--- config.mk ---
export PLATFORM = sky130hd
export DESIGN_NAME = time_date_counter
export DESIGN_NICKNAME = d
export VERILOG_FILES = /design/src/rtl/time_date_counter.sv
export SDC_FILE = /design/constraint.sdc
export NUM_CORES = 1
export LEC_CHECK = 0
export CAP_MARGIN = 20
export CORE_MARGIN = 2
export CORE_UTILIZATION = 57
export CTS_CLUSTER_SIZE = 10
export DETAILED_ROUTE_END_ITERATION = 10
export PLACE_DENSITY = 0.88
export RECOVER_POWER = 25
export SLEW_MARGIN = 25
export SYNTH_ARGS = -nofsm -noshare
export SYNTH_HDL_FRONTEND = slang
export SYNTH_SLANG_ARGS = --single-unit
--- constraint.sdc ---
create_clock -name clk -period 5.1 [get_ports clk]
set_clock_uncertainty 0.2 [all_clocks]
set_input_delay 1.02 -clock clk [delete_from_list [all_inputs] [get_ports clk]]
set_output_delay 1.02 -clock clk [all_outputs]
set_load 0.05 [all_outputs]
--- src/rtl/time_date_counter.sv ---
// Real-time clock and 2000-2099 calendar: divides clk down to a 1 Hz tick and keeps
// second/minute/hour/day/month/year in binary, with a range-checked full-date load.
module time_date_counter #(
  parameter int CLK_FREQ = 50_000_000
) (
  input  logic       clk,
  input  logic       rst_n,
  input  logic       run,
  input  logic       set_en,
  input  logic [4:0] set_day,
  input  logic [3:0] set_month,
  input  logic [6:0] set_year,
  input  logic [4:0] set_hour,
  input  logic [5:0] set_minute,
  input  logic [5:0] set_second,
  output logic [4:0] day,
  output logic [3:0] month,
  output logic [6:0] year,
  output logic [4:0] hour,
  output logic [5:0] minute,
  output logic [5:0] second,
  output logic       sec_pulse,
  output logic       century_pulse,
  output logic       set_err
);

  localparam int PW = (CLK_FREQ > 1) ? $clog2(CLK_FREQ) : 1;
  localparam logic [PW-1:0] PRESC_MAX = PW'(CLK_FREQ - 1);

  // February is 29 days whenever year[1:0]==0; 2000 is a leap year and the range ends at 2099.
  function automatic logic [4:0] f_dim(input logic [3:0] m, input logic [6:0] y);
    logic [4:0] d;
    case (m)
      4'd4, 4'd6, 4'd9, 4'd11: d = 5'd30;
      4'd2:                    d = (y[1:0] == 2'd0) ? 5'd29 : 5'd28;
      default:                 d = 5'd31;
    endcase
    return d;
  endfunction

  logic [PW-1:0] r_presc;
  logic [4:0]    r_day;
  logic [3:0]    r_month;
  logic [6:0]    r_year;
  logic [4:0]    r_hour;
  logic [5:0]    r_minute;
  logic [5:0]    r_second;
  logic          r_sec_pulse;
  logic          r_century_pulse;
  logic          r_set_err;

  logic          w_tick;
  logic          w_set_ok;
  logic [4:0]    w_dim_cur;
  logic          w_sec_wrap;
  logic          w_min_wrap;
  logic          w_hour_wrap;
  logic          w_day_wrap;
  logic          w_mon_wrap;
  logic          w_year_wrap;
  logic [5:0]    w_second_nxt;
  logic [5:0]    w_minute_nxt;
  logic [4:0]    w_hour_nxt;
  logic [4:0]    w_day_nxt;
  logic [3:0]    w_month_nxt;
  logic [6:0]    w_year_nxt;
  logic [PW-1:0] w_presc_nxt;

  assign w_tick      = run && (r_presc == PRESC_MAX);
  assign w_presc_nxt = (r_presc == PRESC_MAX) ? '0 : r_presc + PW'(1);

  assign w_set_ok = (set_month >= 4'd1) && (set_month <= 4'd12) &&
                    (set_year <= 7'd99) && (set_hour <= 5'd23) &&
                    (set_minute <= 6'd59) && (set_second <= 6'd59) &&
                    (set_day >= 5'd1) && (set_day <= f_dim(set_month, set_year));

  // Wrap on >= rather than == so every field stays bounded even from an unexpected value.
  assign w_dim_cur   = f_dim(r_month, r_year);
  assign w_sec_wrap  = (r_second >= 6'd59);
  assign w_min_wrap  = w_sec_wrap  && (r_minute >= 6'd59);
  assign w_hour_wrap = w_min_wrap  && (r_hour >= 5'd23);
  assign w_day_wrap  = w_hour_wrap && (r_day >= w_dim_cur);
  assign w_mon_wrap  = w_day_wrap  && (r_month >= 4'd12);
  assign w_year_wrap = w_mon_wrap  && (r_year >= 7'd99);

  assign w_second_nxt = w_sec_wrap ? 6'd0 : r_second + 6'd1;
  assign w_minute_nxt = !w_sec_wrap  ? r_minute : (w_min_wrap  ? 6'd0 : r_minute + 6'd1);
  assign w_hour_nxt   = !w_min_wrap  ? r_hour   : (w_hour_wrap ? 5'd0 : r_hour + 5'd1);
  assign w_day_nxt    = !w_hour_wrap ? r_day    : (w_day_wrap  ? 5'd1 : r_day + 5'd1);
  assign w_month_nxt  = !w_day_wrap  ? r_month  : (w_mon_wrap  ? 4'd1 : r_month + 4'd1);
  assign w_year_nxt   = !w_mon_wrap  ? r_year   : (w_year_wrap ? 7'd0 : r_year + 7'd1);

  // A load in the same cycle as a tick wins and the tick is dropped; a rejected load freezes everything.
  always_ff @(posedge clk or negedge rst_n) begin
    if (!rst_n) begin
      r_presc         <= '0;
      r_day           <= 5'd1;
      r_month         <= 4'd1;
      r_year          <= 7'd0;
      r_hour          <= 5'd0;
      r_minute        <= 6'd0;
      r_second        <= 6'd0;
      r_sec_pulse     <= 1'b0;
      r_century_pulse <= 1'b0;
      r_set_err       <= 1'b0;
    end else begin
      r_sec_pulse     <= 1'b0;
      r_century_pulse <= 1'b0;
      r_set_err       <= 1'b0;
      if (set_en) begin
        if (w_set_ok) begin
          r_presc  <= '0;
          r_day    <= set_day;
          r_month  <= set_month;
          r_year   <= set_year;
          r_hour   <= set_hour;
          r_minute <= set_minute;
          r_second <= set_second;
        end else begin
          r_set_err <= 1'b1;
        end
      end else if (run) begin
        r_presc <= w_presc_nxt;
        if (w_tick) begin
          r_second        <= w_second_nxt;
          r_minute        <= w_minute_nxt;
          r_hour          <= w_hour_nxt;
          r_day           <= w_day_nxt;
          r_month         <= w_month_nxt;
          r_year          <= w_year_nxt;
          r_sec_pulse     <= 1'b1;
          r_century_pulse <= w_year_wrap;
        end
      end
    end
  end

  assign day           = r_day;
  assign month         = r_month;
  assign year          = r_year;
  assign hour          = r_hour;
  assign minute        = r_minute;
  assign second        = r_second;
  assign sec_pulse     = r_sec_pulse;
  assign century_pulse = r_century_pulse;
  assign set_err       = r_set_err;

endmodule
==> flow_summary.yaml <==
logic_synthesis:
  synth_nets: 519
  ys_seq_elements: 62
  ys_seq_area_share_pct: 39.33
  syn-cell-area_sq_mm: 0.003951
  ys_async_sr_fraction_pct: 100.0
  syn_avg_cell_area_sq_um: 8.461
  synth_edf_count: 0
  synthFlopType: "dfrtp_1"
  post-synth-top-area-cell: "dfrtp_1"
  netlist_instances: 467
  synth.area.top_cells: "dfrtp_1 38%, o21ai_0 7.2%, a21oi_1 6.8%"
  synth_warnings: 0
  synth_top_area_share_pct: 38.00
  synth_cell_type_count: 55
grt:
  antenna_found_initial: 0
  grt_start_max_net_pins: 63
  grt.busiest_layer: "met2"
  use_met2_pct: 46.07
  grtUsageMet3_pct: 5.782
  grt_use_total_pct: 29.78
  grt.overflow.total: 0
  grt_pass1_vias: 3814
  grt_pass1_wl_um: 17970
  grt_use_met1_pct: 42.31
sta:
  fin_crit_sh_pct: 82.35
  relSlewSlack_pct: -117.0
  min_period_ps: 4200
  final-setup-viol-count: 0
  final_hold_viol_count: 0
  drv_slew: 63
  max_clock_freq_mhz: 238.1
  final.setup.tns_ps: 0
  rsz0062_at_grt: "false"
  holdWs_ps: 295.8
  worst-slew-pin-transition_ps: 3255
place:
  post_dp_cell_area_sq_mm: 0.004730
  port_buffers: 72
  dpl.hpwl_um: 7811
  routabilityCongestion: 0.9508
route:
  drt-initial-drc-count: 458
  first_pass_iters: 5
  vias: 4073
  vias_per_cell: 6.548
  ant_nets: 0
  wl_um: 10910
  drc: 0
  wire_per_inst_um: 17.53
floorplanning:
  dieArea_sq_mm: 0.007614
  die_y_um: 87.26
  die_x_um: 87.26
  core_area_sq_mm: 0.006756
  start_util_pct: 58.48
  rows: 30
  num_io_pins: 73
finish:
  final_common_cell: "clkdlybuf4s50_1"
  stdcell_area_sq_mm: 0.004912
  drive_gt1_share_pct: 6.458
  post-route-util_pct: 72.70
  mostFrequentLayoutCells: "70 x clkdlybuf4s50_1, 60 x dfrtp_1, 57 x o21ai_0, 54 x a21oi_1, 32 x nor2_1"
  syn_to_final_growth_pct: 24.32
  antenna-diode-count: 0
  fin_nets: 589
cts:
  clk_pin_slew_ps: 60
  numCtsBuffers: 9
  cts_tree: "built"
  cts.htree.levels: 3
  cts_resized: 0
  clk_path_buf_depth: 2
  cts-root-buf: "clkbuf_8"
  holdBufCountCts: 0
  worstSkewPairLatency_ps: 350
  cts_setup_buffers: 0
  cts.sinks: 62
critical_path:
  cp-start-kind: "input port"
  arrival_ps: 4220
  crit_required_ps: 5120
  rr_worst_depth: 12
  crit_path_end_kind: "flip-flop"
  path_class: "input port to flip-flop"
  crit_path_max_fanout: 8
pwr:
  p_total_mw: 2.037
  ir_drop_v: 0.0002232
  powerDensity_mw_per_mm2: 414.7
  p_leak_nw: 1.998
worst_hold_path:
  hold_path_class: "flip-flop to flip-flop"
  min_delay_path_depth: 1
outcome:
  outcome: "finished with violations"
  violations: "max-capacitance violations, max-slew violations"
flow_run:
  cap_violations: 1
[power breakdown]
| part | total (mW) | switching [mW] | internal [mW] |
|---|---|---|---|
| clock | 0.409 | 0.194 | 0.215 |
| sequential | 0.741 | 0.151 | 0.590 |
| combinational | 0.887 | 0.572 | 0.315 |
[Yosys cell counts (5+ instances only)]
library cell  count
nor4_1            6
o22ai_1           7
dfrtp_1          60
nor2b_1           7
nand2_1          31
nor2_1           32
and2_1            5
nor3_1           18
a22oi_1           8
and3_1           11
nand3_1          23
ha_1             15
a31oi_1          10
o31ai_1           6
nand4_1           9
inv_1            20
clkbuf_1         13
o21ai_0          57
or3_1             6
a21oi_1          54
[area by class of cell]
class                   count  area, sq um
well taps                  80        100.1
flip-flops and latches     62         1554
clock buffers              13        168.9
inverters                  20        75.07
fillers                   538         1844
clock inverters             3        17.52
repair buffers             77        744.5
multi-input cells         367         2252
[routing by layer]
layer | wire length (um) | part of all wire [%]
met3 | 732 | 6.7
met1 | 4732 | 43
met5 | 0 | 0
met2 | 5259 | 48
met4 | 182 | 1.7
[per-stage QoR]
stage	instances	worst slack, ps
2_1_floorplan	467	1527
3_3_place_gp	606	809.2
3_5_place_dp	606	554.3
4_1_cts	622	900.1
5_1_grt	622	427.0
6_report	622	900.0
[final timing paths]
| check | endpoint | slack, ps | start |
|---|---|---|---|
| min | r_presc[9] | 300 | r_presc[9] |
| min in group asynchronous | minute[5] | 1640 | rst_n |
| max | year[2] | 900 | set_month[0] |
| min reg2reg | r_presc[9] | 300 | r_presc[9] |
| max in group asynchronous | r_presc[20] | 1200 | rst_n |
| max reg2reg | month[0] | 1580 | month[0] |
[registers in the layout, summed over array words and instances (netlist names)]
name           flops
second             6
month              4
sec_pulse          1
century_pulse      1
year               7
hour               5
minute             6
day                5
r_presc           26
set_err            1
[logic make-up (layout without fill, tap and decap cells)]
kind of cell	count (synthesis)	after routing	synth area share [%]
AO/OA/AOI/OAI	173	173	26.50
adder cells (fa/ha/maj)	15	15	4.750
buffers and inverters	38	113	3.673
flip-flops	62	62	39.33
multiplexers	4	4	1.045
AND/OR/NAND/NOR	175	175	24.70
[worst max-delay path, stage by stage]
cell and delay (ps):
clkdlybuf4s50_1 500, nor4b_1 380, ha_1 320, nor2b_1 150, o211a_1 210, nor4_2 640, and2_1 460, a21oi_2 160
a221o_1 390
No activity file was read; power rests on OpenSTA's default activity.
==> patch 1, RTL diff (config.mk and constraints unchanged) <==
Register the output `hour` once more, cleared by the reset; this adds one clock of latency there. The other outputs are not delayed to match.
--- a/src/rtl/time_date_counter.sv
+++ b/src/rtl/time_date_counter.sv
@@ -138,7 +138,13 @@
   assign day           = r_day;
   assign month         = r_month;
   assign year          = r_year;
-  assign hour          = r_hour;
+  always_ff @(posedge clk or negedge rst_n) begin
+    if (!rst_n) begin
+      hour <= '0;
+    end else begin
+      hour <= r_hour;
+    end
+  end
   assign minute        = r_minute;
   assign second        = r_second;
   assign sec_pulse     = r_sec_pulse;
Behaviour: not the same (a bounded check fails within 4 cycles, from zero or initial values and one cycle with rst_n low).
==> patch 1 against the unedited design <==
- the flow still finishes with violations (capacitance limit, slew limit)
- synthesized area grew 7.9%
- die area up 7.5%
- first-iteration DRC count shrank 24%
- wire length grew 7.0%
- total power up 7.9%
- setup slack better by 0.31 ns
- hold slack lost 0.052 ns
- design area is 6.1% higher
- sequential cell count increased by 5
- highest routed layer unchanged
==> patch 1: results (changes against the unedited design) <==
** Detailed routing
- The average detailed-routed wire length per instance is 18.0 µm (+2.8%).
- The mean number of vias per cell is 6.71 (+2.5%).
- TritonRoute pass-1 iters :: 5 (unchanged)
- The number of DRC markers in iteration 0 came to 350 (-24%).

** Placed design
- GPL Wtd Cong :: 0.882 (-7.2%)
- The count of buffers inserted at the top-level ports was 72 (unchanged).
- The post-placement worst setup slack came to 0.785 ns (+0.231 ns).
- Placed cell area :: 0.00502 mm² (+6.2%)
- Post-detailed-placement half-perimeter wirelength :: 8270 µm (+5.8%)
- Post-Place Cells :: 630 (+4.0%)

** Worst setup path
- Setup slack of the worst register-to-register path :: 1.75 ns (+0.17 ns)
- Reg2reg end :: year[2]$_DFFE_PN0P_
- Stage delay of the slowest cell on the critical path :: 0.48 ns (-0.16 ns)
- Crit path to :: minute[1]$_DFFE_PN0P_
- R2R depth :: 11 (-1)

** Min path
- Worst Hold Class :: reg2reg
- The startpoint identified for the worst hold timing path is r_hour[1]$_DFFE_PN0P_.

** GRT
- The number of global-route vias before repair is 3986 (+4.5%).
- The largest net degree at the start of global routing was 50 (-21%).
- Overall routing resource usage :: 28.6% (-1.2 points)
- The wire length of the first global-routing pass is 19300 µm (+7.3%).

** Yosys
- The post-synthesis cell count was 474 (+1.5%).
- Post-synthesis mux area share :: 2.50% (+1.5 points)
- The adder-cell share of the synthesized area is 4.40% (-0.35 points).
- Area fraction in compound gates after synthesis :: 24.9% (-1.6 points)
- The post-synthesis sequential area ratio was 39.4% (+0.072 points).
- The net count of the mapped netlist came to 526 (+1.3%).
- Number of distinct library cells after synthesis :: 68 (+24%)
- The commonest cells after synthesis are sky130_fd_sc_hd__dfrtp_1 (65), sky130_fd_sc_hd__nand2_1 (45), sky130_fd_sc_hd__nand3_1 (35), sky130_fd_sc_hd__a21oi_1 (33), sky130_fd_sc_hd__inv_1 (24).
- Area share of xor/xnor cells in the synthesized design :: 0% (unchanged)

** Final layout
- Number of fillers in the final layout :: 545 (+1.3%)
- Final standard cell count with taps included and fillers excluded :: 647 (+4.0%)

** Timing
- Max_slew headroom :: -57.2% (+60 points)
- Pins over their slew limit :: 45 (-29%)
- Post-route clock period utilization :: 76.3% (-6.1 points)

** Run status
- Violations in the final reports :: capacitance limit, slew limit
- Result of the run :: finished, violations left

** Flow run
- The total of max-cap violations is 1 (unchanged).

** Power and ir drop
- Static leakage :: 0.00213 µW (+6.8%)
- The switching power came to 1010 µW (+10%).
- The maximum resistive drop on vdd was 0.307 mV (+37%).
[patch 1: cell count changes after synthesis, sizes merged, moves of 6 or more]
cell   change
o21ai     -25
a21oi     -23
nor2      -20
nand2     +14
nand3     +13
a22o      +10
nor3      -10
o31ai     +10
or4        +8
or3        +7
buf        +6
[patch 1: final cells by class]
class | instances | area, µm² | area share [%]
multi-input combinational | 362 | 2380 | 45.7
sequential | 67 | 1680 | 32.2
timing repair buffer | 78 | 774 | 14.9
clock buffer | 10 | 128 | 2.45
tap | 99 | 124 | 2.38
inverter | 25 | 93.8 | 1.80
clock inverter | 6 | 32.5 | 0.624
[patch 1: per-layer routing]
| metal | vias to the layer above | track usage (%) | wire (µm) |
|---|---|---|---|
| met3 | 27 | 5.34 | 995 |
| met5 | - | 0 | 0 |
| met4 | 0 | 9.23 | 176 |
| li1 | 1985 | - | - |
| met1 | 2102 | 38.6 | 4840 |
| met2 | 228 | 46.8 | 5650 |
[patch 1: worst min path at each step]
stage / cells after the start / to / slack, ns
after floorplan: 0 / hour[1]$_DFF_PN0_ / 0.20
after global placement: 0 / hour[1]$_DFF_PN0_ / 0.22
after detailed placement: 0 / hour[1]$_DFF_PN0_ / 0.22
after CTS: 0 / hour[1]$_DFF_PN0_ / 0.24
after global routing: 0 / hour[1]$_DFF_PN0_ / 0.26
final: 0 / hour[1]$_DFF_PN0_ / 0.24
[patch 1: power by group through the flow]
| stage | Sequential, µW | Clock, µW | Combinational (µW) |
|---|---|---|---|
| floorplan | 1120 | 0 | 336 |
| global placement | 812 | 0 | 965 |
| detailed placement | 819 | 0 | 986 |
| CTS | 812 | 382 | 992 |
| global route | 839 | 405 | 1060 |
| finish | 819 | 383 | 997 |
==> patch 2, RTL diff (config.mk and constraints unchanged) <==
Without the edit above. Set the parameter `CLK_FREQ` to 25_000_000 (it was 50_000_000).
--- a/src/rtl/time_date_counter.sv
+++ b/src/rtl/time_date_counter.sv
@@ -1,7 +1,7 @@
 // Real-time clock and 2000-2099 calendar: divides clk down to a 1 Hz tick and keeps
 // second/minute/hour/day/month/year in binary, with a range-checked full-date load.
 module time_date_counter #(
-  parameter int CLK_FREQ = 50_000_000
+  parameter int CLK_FREQ = 25_000_000
 ) (
   input  logic       clk,
   input  logic       rst_n,
Function: same outputs for any inputs over 4 cycles, from zero or initial values and one cycle with rst_n low; that may be too few to reach the edited logic, so the function may still have changed.
==> patch 2 against the unedited design <==
- critical endpoint is now month[2]$_DFFE_PN0P_
- cell count down 5.6%
- critical path type unchanged
- synthesized area shrank 4.0%
- combinational power is 9.7% lower
- via count down 8.5%
- utilization increased by 1.5 points
- the flow still finishes with violations (capacitance limit, slew limit)
- design area fell by 3.6%
- setup slack gained 0.11 ns
- wire length is 8.4% lower
- total power is 5.3% lower
- sequential cell count down 1
==> patch 2: results (changes against the unedited design) <==
** GRT
- Largest net degree at the start of global routing :: 62 (-1.6%)
- The number of global-route vias before repair was 3479 (-8.8%).
- Overall routing resource usage :: 27.5% (-2.2 points)
- The wire length of the first global-routing pass was 16200 µm (-9.8%).

** Detailed routing
- Via count normalized by instance count :: 6.35 (-3.1%)
- Starting DRT DRC Count :: 311 (-32%)

** Final layout
- Number of fillers in the final layout :: 460 (-14%)
- The ratio of cells with drive above 1 in the final layout is 6.86% (+0.41 points).
- Flip-flop count of the largest register, all copies and words added :: 25 (-3.8%)
- Number of nets in the final layout :: 557 (-5.4%)

** Run status
- The checks that failed: capacitance limit, slew limit.
- The run finished, with violations left.

** Flow run
- The total of max-cap violations is 1 (unchanged).

** Clock tree
- Clk buf depth :: 2 (unchanged)

** Worst setup path
- The arrival time of the worst setup path was 4.15 ns (-0.07 ns).
- CP max FO :: 24 (+16)
- The depth of the most critical reg-to-reg path came to 12 (unchanged).
- For this design, the slowest cell found on the critical path is sky130_fd_sc_hd__or2_0.
- Reg2reg end :: year[1]$_DFFE_PN0P_
- The worst stage delay on the critical path is 0.52 ns (-0.12 ns).

** Timing
- Post-Route Hold Slack :: 0.327 ns (+0.0313 ns)
- The number of max-slew violations in the final report was 62 (-1.6%).
- The transition time at the pin with the least slew margin came to 3.23 ns (-0.0289 ns).

** Yosys
- The number of distinct library cells after synthesis was 54 (-1.8%).
- In the synthesized netlist, the cells that appear most often are sky130_fd_sc_hd__dfrtp_1 (59), sky130_fd_sc_hd__o21ai_0 (49), sky130_fd_sc_hd__nor2_1 (37), sky130_fd_sc_hd__a21oi_1 (34), sky130_fd_sc_hd__inv_1 (25).
- The share of async-settable or async-resettable flops after synthesis is 100% (unchanged).
- The net count of the mapped netlist came to 491 (-5.4%).
- Share of the yosys chip area belonging to registers :: 40.3% (+0.99 points)
- YS warnings :: 0 (unchanged)

** Min path
- The depth of the worst hold-timing path was 2 (+1).
- In this run the most critical hold path is launched from r_presc[1]$_DFFE_PN0P_.

** Power and ir drop
- Fraction of power consumed by sequential logic :: 36.3% (about the same)
- The static power due to leakage is 0.00199 µW (-0.30%).
- Switch share :: 44.1% (-0.92 points)
- Sequential logic power :: 701 µW (-5.4%)

** Placed design
- GPL Wtd Cong :: 0.902 (-5.1%)
- Post-detailed-placement half-perimeter wirelength :: 6920 µm (-11%)
patch 2: changes by cell type in the layout (fill, tap and decap cells not counted), sizes merged, moves of 6 or more:
cell | before | now
nand2 | 31 | 23
a21oi | 56 | 34
o2111ai | 2 | 9
nand3 | 23 | 17
o21ai | 57 | 50
xor2 | 0 | 14
a31oi | 10 | 3
patch 2: routing by layer:
metal	part of all wire, %	vias up	GRT usage (%)
met5	0	-	0
met4	1.7	0	9.96
met3	8.7	22	6.83
met2	46	178	43.1
met1	43	1752	37.4
li1	-	1773	-
patch 2: metrics by stage:
stage | worst slack (ns) | std cells | instance area [µm²] | util, %
2_1_floorplan | 1.82 | 439 | 3790 | -
3_3_place_gp | 1.00 | 571 | 4550 | 71.3
3_5_place_dp | 0.715 | 571 | 4550 | 71.3
4_1_cts | 1.07 | 587 | 4740 | 74.2
5_1_grt | 0.468 | 587 | 4740 | 74.2
6_report | 1.01 | 587 | 4740 | 74.2
patch 2: kinds of logic (layout without fill, tap and decap cells):
family,after synthesis,after routing,synth area share [%]
and+or+nand+nor,151,151,21.3
AOI/OAI and AO/OA,148,148,24.8
DFF,61,61,40.3
buffers and inverters,49,120,5.15
adders and majority gates,15,15,4.95
xor gates and xnor gates,14,14,3.23
muxes,1,1,0.264
patch 2: worst register-to-register path: cells and delay by family, from the launching register on:
kind / cells / cell delay, ns
AOI/OAI and AO/OA: 7 / 1.50
and+or+nand+nor: 2 / 0.77
adders and majority gates: 2 / 0.36
DFF: 1 / 0.61
buffers and inverters: 1 / 0.10
patch 2: final cells by class:
type                    count  area share, %
multi-input cells         329           43.7
flip-flops and latches     61           32.3
repair buffers             79           16.0
clock buffers               9           2.61
well taps                  77           2.03
inverters                  25           1.98
clock inverters             7           1.40
